$ cat src/rtl/rc4_pkg.sv
// Shared types and constants for the RC4 key-search message checker.
package rc4_pkg;

    typedef enum logic [2:0] {
        IDLE,
        ISSUE,
        WAIT,
        CHECK,
        DONE
    } chk_state_e;

    localparam logic [7:0] CHAR_A     = 8'h61;
    localparam logic [7:0] CHAR_Z     = 8'h7A;
    localparam logic [7:0] CHAR_SPACE = 8'h20;

    localparam int MSG_LEN_DEF = 32;

endpackage

$ cat src/rtl/char_legal.sv
// Plaintext legality test: lowercase letter or space.
import rc4_pkg::*;

module char_legal (
    input  logic [7:0] ch,
    output logic       legal
);
    assign legal = (ch == CHAR_SPACE)
                 | ((ch >= CHAR_A) & (ch <= CHAR_Z));
endmodule

$ cat config.mk
export PLATFORM = sky130hd
export DESIGN_NAME = char_legal
export DESIGN_NICKNAME = d
export VERILOG_FILES = /design/src/rtl/rc4_pkg.sv /design/src/rtl/char_legal.sv
export SDC_FILE = /design/constraint.sdc
export NUM_CORES = 1
export LEC_CHECK = 0
export ABC_AREA = 1
export CAP_MARGIN = 15
export CORE_AREA = 2 2 39 41
export DETAILED_ROUTE_END_ITERATION = 12
export DIE_AREA = 0 0 41 43
export PLACE_DENSITY = 0.37
export SYNTH_ARGS = -nofsm -noshare
export SYNTH_HDL_FRONTEND = slang
export SYNTH_SLANG_ARGS = --single-unit
$ cat constraint.sdc
create_clock -name vclk -period 0.8
set_clock_uncertainty 0.1 [all_clocks]
set_input_delay 0.16 -clock vclk [all_inputs]
set_output_delay 0.16 -clock vclk [all_outputs]
set_load 0.03 [all_outputs]
==> impl_metrics.py <==
metrics = {
    "run_status": {
        "status": "finished, violations left",
        "violations": "negative setup slack",
    },
    "drt": {
        "drt-pass1-iter-count": 1,
        "drtIter0Drc": 0,
        "drt-vias-per-instance": 3.09,
        "drc": 0,
        "via_count": 133,
        "wl_per_cell_microns": 6.37,
        "drtAntennaViolNets": 0,
        "drt-total-wl_microns": 274,
    },
    "critical_path": {
        "critical_path_class": "in2out",
        "path_max_fanout": 2,
        "arrival_ns": 0.81,
        "crit_top_cell": "buf_6",
        "max_stage_delay_ns": 0.14,
        "cp_num_buf_inv": 2,
        "path_cells": "buf_6 -> nor2_4 -> nand3_2 -> nand2_1 -> nand2_2 -> a21oi_4 -> buf_6",
        "crit_required_ns": 0.54,
        "start_kind": "primary input",
        "critical_path.startpoint": "ch[1]",
        "slowest_stage": "buf_6",
        "endpoint_kind": "output pin",
        "crit_family": "simple AND/OR/NAND/NOR gates",
    },
    "finish": {
        "drive_gt1_share_pct": 55.6,
        "final_core_util_pct": 15.7,
        "seq_area_sq_um": 0,
        "n_antenna_cell": 0,
        "clkbuf_count": 0,
        "fin_cells": 43,
        "seq_cell_count": 0,
        "syn2layout_area_growth_pct": 176,
        "final_nets": 37,
    },
    "global_routing": {
        "antenna_found_initial": 0,
        "grt_pass1_vias": 95,
        "grt_pass1_wl_microns": 365,
        "grt_usage_pct": 2.70,
        "grt_max_degree": 4,
        "grtUsageMet1_pct": 4.11,
        "grt-ovfl-total": 0,
        "grtUsageMet2_pct": 4.38,
        "met3_usage_pct": 0,
        "top_usage_layer": "met2",
    },
    "timing": {
        "fmax_mhz": 934,
        "tns_ns": -0.271,
        "tightestPinTransition_ns": 0.0969,
        "hold_violations": 0,
        "finalWorstSetupSlack_ns": -0.271,
        "rsz0062_at_grt": "true",
        "period_share_pct": 134,
        "whs_ns": 0.590,
        "finalSetupViolCount": 1,
        "max_slew_margin_pct": 93.5,
        "period_needed_ns": 1.07,
        "slew_viol_final": 0,
    },
    "clocking": {
        "cts_setup_buffers": 0,
    },
    "synthesis": {
        "syn_avg_cell_area_sq_um": 4.38,
        "seq_area_frac_synth_pct": 0,
        "synthCells": 18,
        "synth.distinct_cells": 6,
        "syn-num-nets": 26,
        "syn_area_sq_um": 78.8,
        "yosysWarningCount": 0,
    },
    "floorplan": {
        "start_util_pct": 5.70,
        "num_rows": 14,
        "coreArea_sq_um": 1380,
        "die_w_microns": 41,
        "ios": 9,
        "chipHeight_microns": 43,
        "dieArea_sq_um": 1760,
    },
    "place": {
        "portBuffers": 9,
        "place_inst": 43,
        "hpwl_microns": 214,
        "place.gp.congestion": 0.543,
    },
    "power_and_ir_drop": {
        "irDropWorstVdd_v": 0.000111,
        "power_mw": 0.0928,
        "p_leak_nw": 0.105,
        "power_per_cell_area_nw_per_um2": 426,
    },
    "worst_hold_path": {
        "hp-class": "in2out",
        "hp-start": "ch[6]",
    },
    "run": {
        "max_cap_violations": 0,
    },
}
==> cell usage after synthesis <==
master / number / area, sq um
nand2_1: 7 / 26.3
inv_1: 4 / 15.0
nand3_1: 3 / 15.0
nor2_1: 2 / 7.51
a21oi_2: 1 / 8.76
nor2_2: 1 / 6.26
==> routing by layer <==
layer	part of all wire, %	vias to the layer above
li1	-	72
met1	49	53
met2	38	8
met3	13	0
met4	0	0
met5	0	-
==> path summary, 6_finish.rpt <==
check	endpoint	slack (ns)	depth (start not counted)
worst max-delay path	legal	-0.27	7
worst min-delay path	legal	0.59	4
==> metrics by stage <==
stage	setup WS (ns)	cell area, sq um
global route	-0.314	218
global placement	-0.703	194
CTS	-0.324	204
detailed placement	-0.703	194
finish	-0.271	218
floorplan	-0.140	86.3
==> logic make-up after synthesis <==
| logic type | synth area share, % |
|---|---|
| and+or+nand+nor | 69.9 |
| AOI/OAI and AO/OA | 11.1 |
| buffers and inverters | 19.0 |
==> area by class of cell <==
| class | instances | area [sq um] |
|---|---|---|
| tap | 16 | 20.0 |
| inverter | 4 | 15.0 |
| fill | 162 | 1170 |
| multi-input combinational | 14 | 98.8 |
| timing repair buffer | 9 | 83.8 |
==> worst min-delay path, cell delays in order <==
cell and delay, ns:
buf_6 0.10, nand3_2 0.08, a21oi_4 0.05, buf_6 0.13
==> layout by cell type, fill, tap and decap left out <==
cell type      n
nand2_1        5
buf_6          5
inv_1          3
nor2_4         2
nand3_2        2
nand2_2        2
dlygate4sd2_1  2
inv_2          1
nor2_1         1
nand3_1        1
a21oi_4        1
clkbuf_2       1
buf_2          1
==> power by group <==
group	total, mW	switching [mW]	internal, mW
registers	0	0	0
clock network	0	0	0
logic	0.0928	0.0440	0.0488
==> repair_timing <==
item                                    CTS  global route
hold buffers                              0             0
endpoints found under the setup margin    1             1
gates resized for setup                  33             6
pin swaps                                 9             7
(Power assumes the default switching activity.)
